## config.mk

```make
export PLATFORM = sky130hd
export DESIGN_NAME = instr_fetch_unit_flat
export DESIGN_NICKNAME = d
export VERILOG_FILES = /design/src/rtl/instr_fetch_unit_pkg.sv /design/src/rtl/instr_fetch_unit_if.sv /design/src/rtl/instr_fetch_unit_queue.sv /design/src/rtl/instr_fetch_unit.sv /design/src/flat_wrapper.sv
export SDC_FILE = /design/constraint.sdc
export NUM_CORES = 1
export LEC_CHECK = 0
export CAP_MARGIN = 20
export CORE_MARGIN = 10
export CORE_UTILIZATION = 45
export DETAILED_ROUTE_END_ITERATION = 10
export PLACE_DENSITY = 0.72
export SLEW_MARGIN = 20
export SYNTH_ARGS = -nofsm -noshare
export SYNTH_HDL_FRONTEND = slang
export SYNTH_SLANG_ARGS = --single-unit
```

## constraint.sdc

```tcl
create_clock -name clk -period 2.9 [get_ports clk]
set_clock_uncertainty 0.2 [all_clocks]
set_input_delay 0.29 -clock clk [delete_from_list [all_inputs] [get_ports clk]]
set_output_delay 0.29 -clock clk [all_outputs]
set_load 0.05 [all_outputs]
```

## src/rtl/instr_fetch_unit_pkg.sv

```systemverilog
// Shared constants and FSM encoding for the instruction fetch unit.
// The optional FETCH_PERF_EN build adds performance counters to instr_fetch_unit.
package instr_fetch_unit_pkg;
    localparam int FETCH_ADDR_W  = 3;
    localparam int FETCH_DATA_W  = 32;
    localparam int FETCH_Q_DEPTH = 2;

    typedef enum logic [0:0] {
        ST_BOOT = 1'b0,
        ST_RUN  = 1'b1
    } fetch_state_t;
endpackage

```

## src/rtl/instr_fetch_unit_if.sv

```systemverilog
// Bus bundle between the fetch unit, imem (Address/Instruction) and decode (valid/ready, redirect).
interface instr_fetch_unit_if
    import instr_fetch_unit_pkg::*;
#(
    parameter int ADDR_W = FETCH_ADDR_W,
    parameter int DATA_W = FETCH_DATA_W
) ();
    logic [ADDR_W-1:0] Address;
    logic [DATA_W-1:0] Instruction;
    logic              redirect_valid;
    logic [ADDR_W-1:0] redirect_pc;
    logic              instr_valid;
    logic              instr_ready;
    logic [DATA_W-1:0] instr_out;
    logic [ADDR_W-1:0] instr_pc;

    modport master (
        output Address, instr_valid, instr_out, instr_pc,
        input  Instruction, redirect_valid, redirect_pc, instr_ready
    );

    modport slave (
        input  Address, instr_valid, instr_out, instr_pc,
        output Instruction, redirect_valid, redirect_pc, instr_ready
    );
endinterface

```

## src/rtl/instr_fetch_unit_queue.sv

```systemverilog
// fetch_queue: small FIFO of {pc, instr}; entry 0 is the registered head seen by decode.
module fetch_queue
    import instr_fetch_unit_pkg::*;
#(
    parameter int ADDR_W = FETCH_ADDR_W,
    parameter int DATA_W = FETCH_DATA_W,
    parameter int DEPTH  = FETCH_Q_DEPTH,
    parameter int OCC_W  = $clog2(DEPTH + 1)
) (
    input  logic              clk,
    input  logic              rst,
    input  logic              flush,
    input  logic              push,
    input  logic [ADDR_W-1:0] push_pc,
    input  logic [DATA_W-1:0] push_instr,
    input  logic              pop,
    output logic [ADDR_W-1:0] head_pc,
    output logic [DATA_W-1:0] head_instr,
    output logic [OCC_W-1:0]  occupancy
);
    logic [ADDR_W-1:0] pc_mem    [DEPTH];
    logic [DATA_W-1:0] instr_mem [DEPTH];
    logic [ADDR_W-1:0] shift_pc    [DEPTH];
    logic [DATA_W-1:0] shift_instr [DEPTH];
    logic [OCC_W-1:0]  occ_reg;
    logic [OCC_W-1:0]  wr_slot;

    // After a pop everything moves down one slot, so the new word lands at occ-pop.
    assign wr_slot = occ_reg - OCC_W'(pop);

    for (genvar gi = 0; gi < DEPTH; gi++) begin : g_entry
        if (gi < DEPTH - 1) begin : g_shift
            assign shift_pc[gi]    = pc_mem[gi+1];
            assign shift_instr[gi] = instr_mem[gi+1];
        end else begin : g_last
            assign shift_pc[gi]    = pc_mem[gi];
            assign shift_instr[gi] = instr_mem[gi];
        end

        always_ff @(posedge clk or posedge rst) begin
            if (rst) begin
                pc_mem[gi]    <= '0;
                instr_mem[gi] <= '0;
            end else if (!flush) begin
                if (push && wr_slot == OCC_W'(gi)) begin
                    pc_mem[gi]    <= push_pc;
                    instr_mem[gi] <= push_instr;
                end else if (pop) begin
                    pc_mem[gi]    <= shift_pc[gi];
                    instr_mem[gi] <= shift_instr[gi];
                end
            end
        end
    end

    always_ff @(posedge clk or posedge rst) begin
        if (rst)        occ_reg <= '0;
        else if (flush) occ_reg <= '0;
        else            occ_reg <= occ_reg + OCC_W'(push) - OCC_W'(pop);
    end

    assign head_pc    = pc_mem[0];
    assign head_instr = instr_mem[0];
    assign occupancy  = occ_reg;
endmodule

```

## src/rtl/instr_fetch_unit.sv

```systemverilog
// Fetch unit: owns the PC, issues imem reads only when the 2-entry queue has room, handles redirects.
// Build with FETCH_PERF_EN defined to add the perf_fetched / perf_stall saturating counters.
module instr_fetch_unit
    import instr_fetch_unit_pkg::*;
#(
    parameter int ADDR_W   = FETCH_ADDR_W,
    parameter int DATA_W   = FETCH_DATA_W,
    parameter int RESET_PC = 0
) (
    input  logic                clk,
    input  logic                reset,
`ifdef FETCH_PERF_EN
    output logic [15:0]         perf_fetched,
    output logic [15:0]         perf_stall,
`endif
    instr_fetch_unit_if.master  bus
);
    localparam int OCC_W = $clog2(FETCH_Q_DEPTH + 1);

    fetch_state_t      state_reg, state_next;
    logic [ADDR_W-1:0] pc_reg, inflight_pc_reg;
    logic              inflight_reg;
    logic [OCC_W-1:0]  occupancy;
    logic [ADDR_W-1:0] head_pc;
    logic [DATA_W-1:0] head_instr;
    logic              instr_valid, pop, push, issue;
    logic [OCC_W:0]    load, capacity;

    always_ff @(posedge clk or posedge reset) begin
        if (reset) state_reg <= ST_BOOT;
        else       state_reg <= state_next;
    end

    // Room = depth - occupancy - inflight + pop, compared without going negative.
    always_comb begin
        state_next = ST_RUN;
        load       = {1'b0, occupancy} + (OCC_W+1)'(inflight_reg);
        capacity   = (OCC_W+1)'(FETCH_Q_DEPTH) + (OCC_W+1)'(pop);
        issue      = 1'b0;
        if (state_reg == ST_RUN && !bus.redirect_valid && load < capacity)
            issue = 1'b1;
    end

    assign instr_valid = (occupancy != '0);
    assign pop         = instr_valid && bus.instr_ready;
    assign push        = inflight_reg;

    always_ff @(posedge clk or posedge reset) begin
        if (reset) begin
            pc_reg          <= ADDR_W'(RESET_PC);
            inflight_reg    <= 1'b0;
            inflight_pc_reg <= '0;
        end else if (bus.redirect_valid) begin
            pc_reg       <= bus.redirect_pc;
            inflight_reg <= 1'b0;
        end else begin
            inflight_reg <= issue;
            if (issue) begin
                pc_reg          <= pc_reg + ADDR_W'(1);
                inflight_pc_reg <= pc_reg;
            end
        end
    end

    fetch_queue #(
        .ADDR_W (ADDR_W),
        .DATA_W (DATA_W),
        .DEPTH  (FETCH_Q_DEPTH)
    ) u_queue (
        .clk        (clk),
        .rst        (reset),
        .flush      (bus.redirect_valid),
        .push       (push),
        .push_pc    (inflight_pc_reg),
        .push_instr (bus.Instruction),
        .pop        (pop),
        .head_pc    (head_pc),
        .head_instr (head_instr),
        .occupancy  (occupancy)
    );

    assign bus.Address     = pc_reg;
    assign bus.instr_valid = instr_valid;
    assign bus.instr_out   = head_instr;
    assign bus.instr_pc    = head_pc;

`ifdef FETCH_PERF_EN
    always_ff @(posedge clk or posedge reset) begin
        if (reset) begin
            perf_fetched <= '0;
            perf_stall   <= '0;
        end else begin
            if (pop && perf_fetched != 16'hFFFF)
                perf_fetched <= perf_fetched + 16'd1;
            if (instr_valid && !bus.instr_ready && perf_stall != 16'hFFFF)
                perf_stall <= perf_stall + 16'd1;
        end
    end
`endif
endmodule
```

## src/flat_wrapper.sv

```systemverilog
// flat-port wrapper written by rule: the top's interface ports become plain ports
module instr_fetch_unit_flat import instr_fetch_unit_pkg::*;
#(
    parameter int ADDR_W   = FETCH_ADDR_W,
    parameter int DATA_W   = FETCH_DATA_W,
    parameter int RESET_PC = 0
)
  (clk, reset, bus_Address, bus_instr_valid, bus_instr_out, bus_instr_pc, bus_Instruction, bus_redirect_valid, bus_redirect_pc, bus_instr_ready);
  instr_fetch_unit_if #(.ADDR_W(ADDR_W), .DATA_W(DATA_W)) bus_i ();
  input  logic clk;
  input  logic reset;
  output wire logic [$bits(bus_i.Address)-1:0] bus_Address;
  output wire logic [$bits(bus_i.instr_valid)-1:0] bus_instr_valid;
  output wire logic [$bits(bus_i.instr_out)-1:0] bus_instr_out;
  output wire logic [$bits(bus_i.instr_pc)-1:0] bus_instr_pc;
  input wire logic [$bits(bus_i.Instruction)-1:0] bus_Instruction;
  input wire logic [$bits(bus_i.redirect_valid)-1:0] bus_redirect_valid;
  input wire logic [$bits(bus_i.redirect_pc)-1:0] bus_redirect_pc;
  input wire logic [$bits(bus_i.instr_ready)-1:0] bus_instr_ready;
  assign bus_Address = bus_i.Address;
  assign bus_instr_valid = bus_i.instr_valid;
  assign bus_instr_out = bus_i.instr_out;
  assign bus_instr_pc = bus_i.instr_pc;
  assign bus_i.Instruction = bus_Instruction;
  assign bus_i.redirect_valid = bus_redirect_valid;
  assign bus_i.redirect_pc = bus_redirect_pc;
  assign bus_i.instr_ready = bus_instr_ready;
  instr_fetch_unit #(.ADDR_W(ADDR_W), .DATA_W(DATA_W), .RESET_PC(RESET_PC)) u_core (.clk(clk), .reset(reset), .bus(bus_i));
endmodule
```

After elaboration in Yosys (flattened, before gate mapping). Index checks and enable logic that the tools add are counted. Widths: inputs -> output; s select.

Flip-flop bits (word level): 80. Input port bits: 39.

$add $sub $neg: 6. $lt $le $gt $ge: 1. Equal/unequal tests: 1. Mux-type cells: 9. Bitwise logic cells: 1. Reduce and logical (&&, ||, !) cells: 13.

Operators by type and width (number): $mux 32 (2); $mux 3 (4); $reduce_and 2->1 (3); $reduce_bool 2->1 (3); $logic_and 1x1->1 (5); $sub 2x1->2 (2); $add 2x1->3 (1); $add 2x1->3 const A (1); $add 3x1->3 const B (1); $lt 3x3->1 (1); $add 2x1->2 (1); $eq 2x1->1 const B (1); $logic_not 2->1 (1); $mux 1 (2); $mux 2 (1); $logic_not 1->1 (1); $not 1->1 (1).

Depth between registers and ports, before layout. Gate-level depths: netlist of the first run.

Word-level depth: 8. Gate-level depth with buffers: 6. Depth with buffers taken out: 5.

Cells and area by module. Synthesis of the first run repeated with hierarchy kept, for this count alone.

Cells, all modules: 328. Area total of the unflattened synthesis: 4129.0 um2.

By module, submodules not included: fetch_queue (times used 1, cells each 293, area each 3684.8 um2, sequential area each 1801.7 um2); instr_fetch_unit (times used 1, cells each 35, area each 444.2 um2, sequential area each 200.2 um2).

Least setup slack after synthesis of the first run. No wires, ideal clock.

Kind: flip-flop to flip-flop. Start point: register u_core.u_queue.occ_reg[0], in the netlist u_core.u_queue.occupancy[0]. End point: register u_core.inflight_pc_reg[0]. Setup time: 125 ps. Arrival time: 1622 ps. Required time: 2575 ps. Slack: 953 ps. Stages on the path, launching flop included: 6. Path buffers: 0. Period minus slack after synthesis: 1947 ps. Cell sequence: dfrtp_1 ha_1 ha_1 o21ai_2 nor3b_4 mux2_2.

Longest elaborated chain between the ends: 7. Elaborated cells between the ends (all ways): 8.

Ends and longest elaborated chain: from (decl) (line instr_fetch_unit_queue.sv:25) `logic [OCC_W-1:0] occ_reg;`; from (signal assigned) (line instr_fetch_unit_queue.sv:59) `else occ_reg <= occ_reg + OCC_W'(push) - OCC_W'(pop);`; $reduce_bool 2->1 (line instr_fetch_unit.sv:44) `assign instr_valid = (occupancy != '0);`; $logic_and 1x1->1 (line instr_fetch_unit.sv:45) `assign pop = instr_valid && bus.instr_ready;`; $add 2x1->3 (line instr_fetch_unit.sv:38) `capacity = (OCC_W+1)'(FETCH_Q_DEPTH) + (OCC_W+1)'(pop);`; $lt 3x3->1 * (line instr_fetch_unit.sv:40) `if (state_reg == ST_RUN && !bus.redirect_valid && load < capacity)`; $logic_and 1x1->1 * (line instr_fetch_unit.sv:40); $mux 1 * (line instr_fetch_unit.sv:40); $reduce_and 2->1 (no line) *; to (signal assigned) (line instr_fetch_unit.sv:60) `inflight_pc_reg <= pc_reg;`; to (decl) (line instr_fetch_unit.sv:21) `logic [ADDR_W-1:0] pc_reg, inflight_pc_reg;`.

Every way passes the cells marked *; elsewhere a longest branch is shown, timed or not. A chain may end at the register's enable or synchronous reset.

Worst setup path after layout of the first run.
Start point: register u_core.u_queue.occ_reg[1], in the netlist u_core.u_queue.occupancy[1]. End point: output bus_instr_valid.

Longest elaborated chain between the ends: 1.

Ends and longest elaborated chain: $reduce_bool 2->1 (line instr_fetch_unit.sv:44); to (decl) (line flat_wrapper.sv:13) `output wire logic [$bits(bus_i.instr_valid)-1:0] bus_instr_valid;`.

No other way between the ends.

==> metrics.cfg, run 1 <==
[status]
outcome=complete, no violations

[power]
p_leak_nw=2.158
powerDensity_mw_per_mm2=1197
comb_power_share_pct=48.3
ir_drop_v=0.0006313
pwr-share-clk_pct=16.4
power.switching_mw=2.291
finalPower_mw=5.493
seq_power_share_pct=35.3
p_sw_share_pct=41.70
p_int_mw=3.202

[synth]
yosysSeqAreaShare_pct=53.69
synth.area.top_cells=dfrtp_1 54%, mux2_2 11%, mux2i_1 9.4%
syn_inst=311
netlist_area_mm2=0.003729
yosysTopAreaCell=dfrtp_1
ys.warnings.count=0
ys_top_cells_by_count=80 x dfrtp_1, 39 x buf_4, 37 x a21oi_1, 37 x mux2_2, 36 x nor2_1
syn-num-nets=354
synthDistinctLibCells=33
netlist.area_leader.share_pct=53.69
async_flop_share_pct=100.0
synth-seq-cells=80
synth-edff-count=0
synth_area_per_cell_um2=11.99
ys.flop_type=dfrtp_1
yosysMostFrequentCell=dfrtp_1

[global_routing]
antenna_found_initial=0
grt_use_total_pct=11.86
grt_overflow=0
first_global_vias=2375
grt_max_degree=71
grt_pass1_wl_um=12100

[sta]
final_max_slew_viol_count=0
fmax_mhz=431.9
finalWorstSetupSlack_ns=0.5848
fin_tns_setup_ns=0
whs_ns=0.1458
setup_viol=0
min_period_over_period_pct=79.83
hold_violations=0
tightest_slew_ns=0.7182
maxSlewHeadroom_pct=52.12
period_needed_ns=2.315
rsz0062_at_grt=no

[placement]
dp_cells=448
hpwl_um=4862
gp_congestion=0.7126
io_buffers=77
pre_cts_slack_ns=0.5825
dpl_cell_area_mm2=0.004368

[worst_setup_path]
worstReg2RegEnd=u_core.inflight_pc_reg[0]
crit_arrival_ns=1.83
r2r-start=u_core.u_queue.occupancy[0]
path_buf_inv=1
crit_path_cell_trace=or2_2 > clkdlybuf4s50_1
path_max_fanout=9
critical_path_class=reg -> out
reg2regPathDepth=5
start_kind=flop
end_kind=primary output
crit_slowest_cell=clkdlybuf4s50_1
required_ns=2.41
critPathTopFamily=buffers and inverters
rrSetupSlack_ns=0.81
slowest_delay_ns=0.70

[clock_tree]
post_cts_buffers=0
ctsHtreeMaxLevel=3
clk_pin_slew_worst_paths_ns=0.08
worstSkewPairLatency_ns=0.34
cts_buffers=9
clock-sinks=80
cts_tree=done
clockBufferDepth=2
cts-resized-gates=0
root_buffer=clkbuf_8
holdBufCountCts=0

[floorplanning]
die_area_mm2=0.01233
fp-row-count=33
die_w_um=111.0
die_h_um=111.0
ios=78
initial_core_util_pct=45.84
core_area_mm2=0.008134

[routing]
drt_iter0_drc=85
dr.pass1.iters=4
post_drt_wl_per_cell_um=15.47
avgViaCountPerCell=4.927
ant_nets=0
vias=2286
drt_wl_total_um=7177
drc=0

[cells_and_area]
nFillCells=674
diodes=0
fin_util_pct=56.42
multi_input_area_mm2=0.001380
ff_latch_area_mm2=0.002002
drive_above_1_share_pct=17.55
final_cell_count_no_fill=464
syn2layout_area_growth_pct=23.09
fin_area_mm2=0.004589
final_net_count=397

[run]
drv_cap=0

[min_path]
hold_path.class=in -> async

==> cell usage in the layout, fill, tap and decap left out, types with 2 or more instances in the layout <==
| cell type | synthesis | routed |
|---|---|---|
| dfrtp_1 | 80 | 80 |
| clkdlybuf4s50_1 | 0 | 77 |
| a21oi_1 | 37 | 37 |
| mux2_2 | 37 | 37 |
| nor2_1 | 36 | 36 |
| mux2i_1 | 35 | 35 |
| clkbuf_8 | 0 | 10 |
| nand2b_1 | 6 | 6 |
| ha_1 | 4 | 4 |
| buf_12 | 0 | 3 |
| nor2b_1 | 2 | 2 |
| clkinv_2 | 0 | 2 |
| o31a_1 | 2 | 2 |
| bufinv_16 | 0 | 2 |
| clkinvlp_4 | 0 | 2 |
| buf_4 | 39 | 2 |
==> power groups by stage <==
| stage | Clock (mW) | Combinational, mW | Sequential (mW) |
|---|---|---|---|
| after floorplan | 0 | 2.27 | 1.90 |
| final | 0.900 | 2.65 | 1.94 |
| after detailed placement | 0 | 2.69 | 1.97 |
| after global placement | 0 | 2.64 | 1.94 |
| after global routing | 0.978 | 2.85 | 2.01 |
| after CTS | 0.928 | 2.70 | 1.95 |
==> worst reg2reg max path, stage by stage (launching register included) <==
cell	delay [ns]
dfrtp_1	0.46
ha_1	0.23
ha_1	0.28
o21ai_2	0.10
nor3b_4	0.33
mux2_2	0.37
==> final cells by class <==
cell class                      instances  area share (%)
Sequential cell                        80           43.62
Multi-Input combinational cell        179           30.07
Timing Repair Buffer                   82           18.43
Clock buffer                           11           3.081
Tap cell                              105           2.863
Clock inverter                          5           1.745
Inverter                                2          0.1908
==> metal layers <==
metal	track usage [%]	up-vias	share of wire [%]
li1	-	1123	-
met1	14.04	1103	44
met2	19.26	53	49
met3	4.167	7	5.6
met4	4.627	0	1.3
met5	0	-	0
==> worst max-delay path by stage <==
stage,cells after the start,endpoint,from
floorplan,1,u_core.bus.Address[0],reset
global placement,6,u_core.u_queue.instr_mem[11],bus_instr_ready
detailed placement,6,u_core.u_queue.instr_mem[14],bus_instr_ready
CTS,2,bus_instr_valid,u_core.u_queue.occupancy[1]
global route,2,bus_instr_valid,u_core.u_queue.occupancy[1]
finish,2,bus_instr_valid,u_core.u_queue.occupancy[1]
==> cell families after synthesis <==
family	count (synthesis)	share of synthesized area (%)
buffers and inverters	52	9.497
and+or+nand+nor	53	7.182
muxes	73	20.87
other	1	0.1006
DFF	80	53.69
xor gates and xnor gates	2	0.4699
adders and majority gates	4	1.342
AOI/OAI and AO/OA	46	6.846
Note: power is estimated with default switching activity, not from simulation.
==> inputs of run 2 (changes only) <==
==> constraint.sdc (replaced) <==
create_clock -name clk -period 2.4 [get_ports clk]
set_clock_uncertainty 0.2 [all_clocks]
set_input_delay 0.24 -clock clk [delete_from_list [all_inputs] [get_ports clk]]
set_output_delay 0.24 -clock clk [all_outputs]
set_load 0.05 [all_outputs]
==> run 2 against run 1 <==
Net effect: sequential share of layout area up 0.071 points; combinational power up 21%; hold slack better by 0.027 ns.
==> metrics.cfg, run 2 (synthesis results as in run 1) <==
[worst_setup_path]
crit_path_cell_trace=or2_2 > clkdlybuf4s50_1
path_max_fanout=9  ; unchanged
crit_arrival_ns=1.81  ; -0.02 ns
required_ns=1.96  ; -0.45 ns
critPathTopFamily=buffers and inverters
critical_path_class=reg -> out
slowest_delay_ns=0.70  ; about the same
crit_slowest_cell=clkdlybuf4s50_1
start_kind=flop
end_kind=primary output
path_buf_inv=1  ; unchanged

[sta]
tightest_slew_ns=0.5242  ; -0.1939 ns
period_needed_ns=2.249
fin_tns_setup_ns=0  ; unchanged
fmax_mhz=444.6
final_max_slew_viol_count=0  ; unchanged
hold_violations=0  ; unchanged
rsz0062_at_grt=no
setup_viol=0  ; unchanged
finalWorstSetupSlack_ns=0.1507  ; -0.4341 ns
maxSlewHeadroom_pct=64.94  ; +13 points
min_period_over_period_pct=93.72

[floorplanning]
core_area_mm2=0.008134  ; unchanged
ios=78  ; unchanged
initial_core_util_pct=45.84  ; unchanged
die_h_um=111.0  ; unchanged
fp-row-count=33  ; unchanged
die_w_um=111.0  ; unchanged
die_area_mm2=0.01233  ; unchanged

[clock_tree]
cts_buffers=9  ; unchanged
post_cts_buffers=0  ; unchanged
ctsHtreeMaxLevel=3  ; unchanged
cts-resized-gates=0  ; unchanged
clk_pin_slew_worst_paths_ns=0.07  ; about the same
cts_tree=done
clock-sinks=80  ; unchanged
clockBufferDepth=2  ; unchanged
worstSkewPairLatency_ns=0.34  ; about the same
root_buffer=clkbuf_8
holdBufCountCts=0  ; unchanged

[routing]
drt_iter0_drc=66  ; -22%
drc=0  ; unchanged
dr.pass1.iters=4  ; unchanged
ant_nets=0  ; unchanged
vias=2301  ; +0.66%
post_drt_wl_per_cell_um=15.31  ; -1.0%
avgViaCountPerCell=4.970  ; +0.87%
drt_wl_total_um=7087  ; -1.3%

[status]
outcome=complete, no violations

[cells_and_area]
final_cell_mix=80 x dfrtp_1, 77 x clkdlybuf4s50_1, 37 x a21oi_1, 37 x mux2_2, 36 x nor2_1
syn2layout_area_growth_pct=22.89
final_cell_count_no_fill=463  ; -0.22%
diodes=0  ; unchanged
multi_input_area_mm2=0.001380  ; unchanged
final_net_count=399  ; +0.50%
nFillCells=694  ; +3.0%
final_common_cell=dfrtp_1
drive_above_1_share_pct=17.60  ; +0.049 points
ff_latch_area_mm2=0.002002  ; unchanged

[power]
p_leak_nw=2.156  ; about the same
powerDensity_mw_per_mm2=1431  ; +20%
finalPower_mw=6.559  ; +19%
ir_drop_v=0.0007614  ; +21%

[placement]
dp_cells=450  ; +0.45%
hpwl_um=4902  ; +0.81%
io_buffers=77  ; unchanged
pre_cts_slack_ns=0.1591  ; -0.4234 ns
gp_congestion=0.7215  ; +1.2%

[global_routing]
first_global_vias=2373  ; -0.084%
grt_overflow=0  ; unchanged
grt_max_degree=81  ; +14%
grt_use_total_pct=11.95  ; +0.097 points
antenna_found_initial=0  ; unchanged
grt_pass1_wl_um=12120  ; +0.17%

[run]
drv_cap=0  ; unchanged

[min_path]
hold_path.class=in -> async

## run 2: changes by cell type in the layout (fill, tap and decap cells not counted)
cell | previous run | this run
buf_4 | 2 | 4
clkbuf_1 | 1 | 0
clkbuf_8 | 10 | 9
clkinv_2 | 2 | 1
## run 2: through the flow
stage / util (%) / hold slack, ns / area [um2]
final: 56.33 / 0.1731 / 4582
after global routing: 56.33 / 0.2101 / 4582
after CTS: 56.33 / 0.1794 / 4582
after detailed placement: 53.91 / 0.2841 / 4385
after global placement: 53.91 / 0.2735 / 4385
after floorplan: - / 0.1717 / 3732
## run 2: where the power goes
part | leakage [nW] | internal [mW] | switching [mW] | total [mW]
sequential | 0.983 | 1.99 | 0.350 | 2.34
clock | 0.0970 | 0.567 | 0.447 | 1.01
combinational | 1.08 | 1.27 | 1.94 | 3.21
total | 2.16 | 3.83 | 2.73 | 6.56
## run 2: worst register-to-register path: stages (launching register included)
cell	delay (ns)
dfrtp_1	0.45
ha_1	0.23
ha_1	0.28
o21ai_2	0.11
nor3b_4	0.32
mux2_2	0.37
## run 2: area by class of cell
cell class,count,area share (%)
repair buffers,84,18.79
multi-input cells,179,30.12
well taps,105,2.867
inverters,2,0.2458
clock buffers,9,2.703
flip-flops and latches,80,43.69
clock inverters,4,1.584
## run 2: routing by layer
layer,wire length (um),vias up,global-route usage [%]
met5,0,-,0
met4,104,0,4.627
met3,345,7,4.167
met2,3426,51,19.42
met1,3211,1122,14.20
li1,-,1121,-
## run 2: path summary, 6_finish.rpt
path,startpoint,slack (ns),to,depth (start not counted)
min reg2reg,u_core.u_queue.instr_mem[25],0.30,u_core.u_queue.instr_mem[25],1
max reg2reg,u_core.u_queue.occupancy[0],0.33,u_core.inflight_pc_reg[1],5
min in group clk,u_core.u_queue.instr_mem[25],0.30,u_core.u_queue.instr_mem[25],1
max,u_core.u_queue.occupancy[1],0.15,bus_instr_valid,2
min,reset,0.17,u_core.u_queue.instr_mem[9],3
max in group asynchronous,reset,1.50,u_core.u_queue.instr_mem[21],3
==> inputs of run 3 (changes only) <==
--- a/config.mk
+++ b/config.mk
@@ -10,7 +10,6 @@
 export CORE_UTILIZATION = 45
 export DETAILED_ROUTE_END_ITERATION = 10
 export PLACE_DENSITY = 0.72
-export SLEW_MARGIN = 20
 export SYNTH_ARGS = -nofsm -noshare
 export SYNTH_HDL_FRONTEND = slang
 export SYNTH_SLANG_ARGS = --single-unit
==> results of run 3 <==
Same layout as run 2: the final DEF is identical, and so are final timing and power.
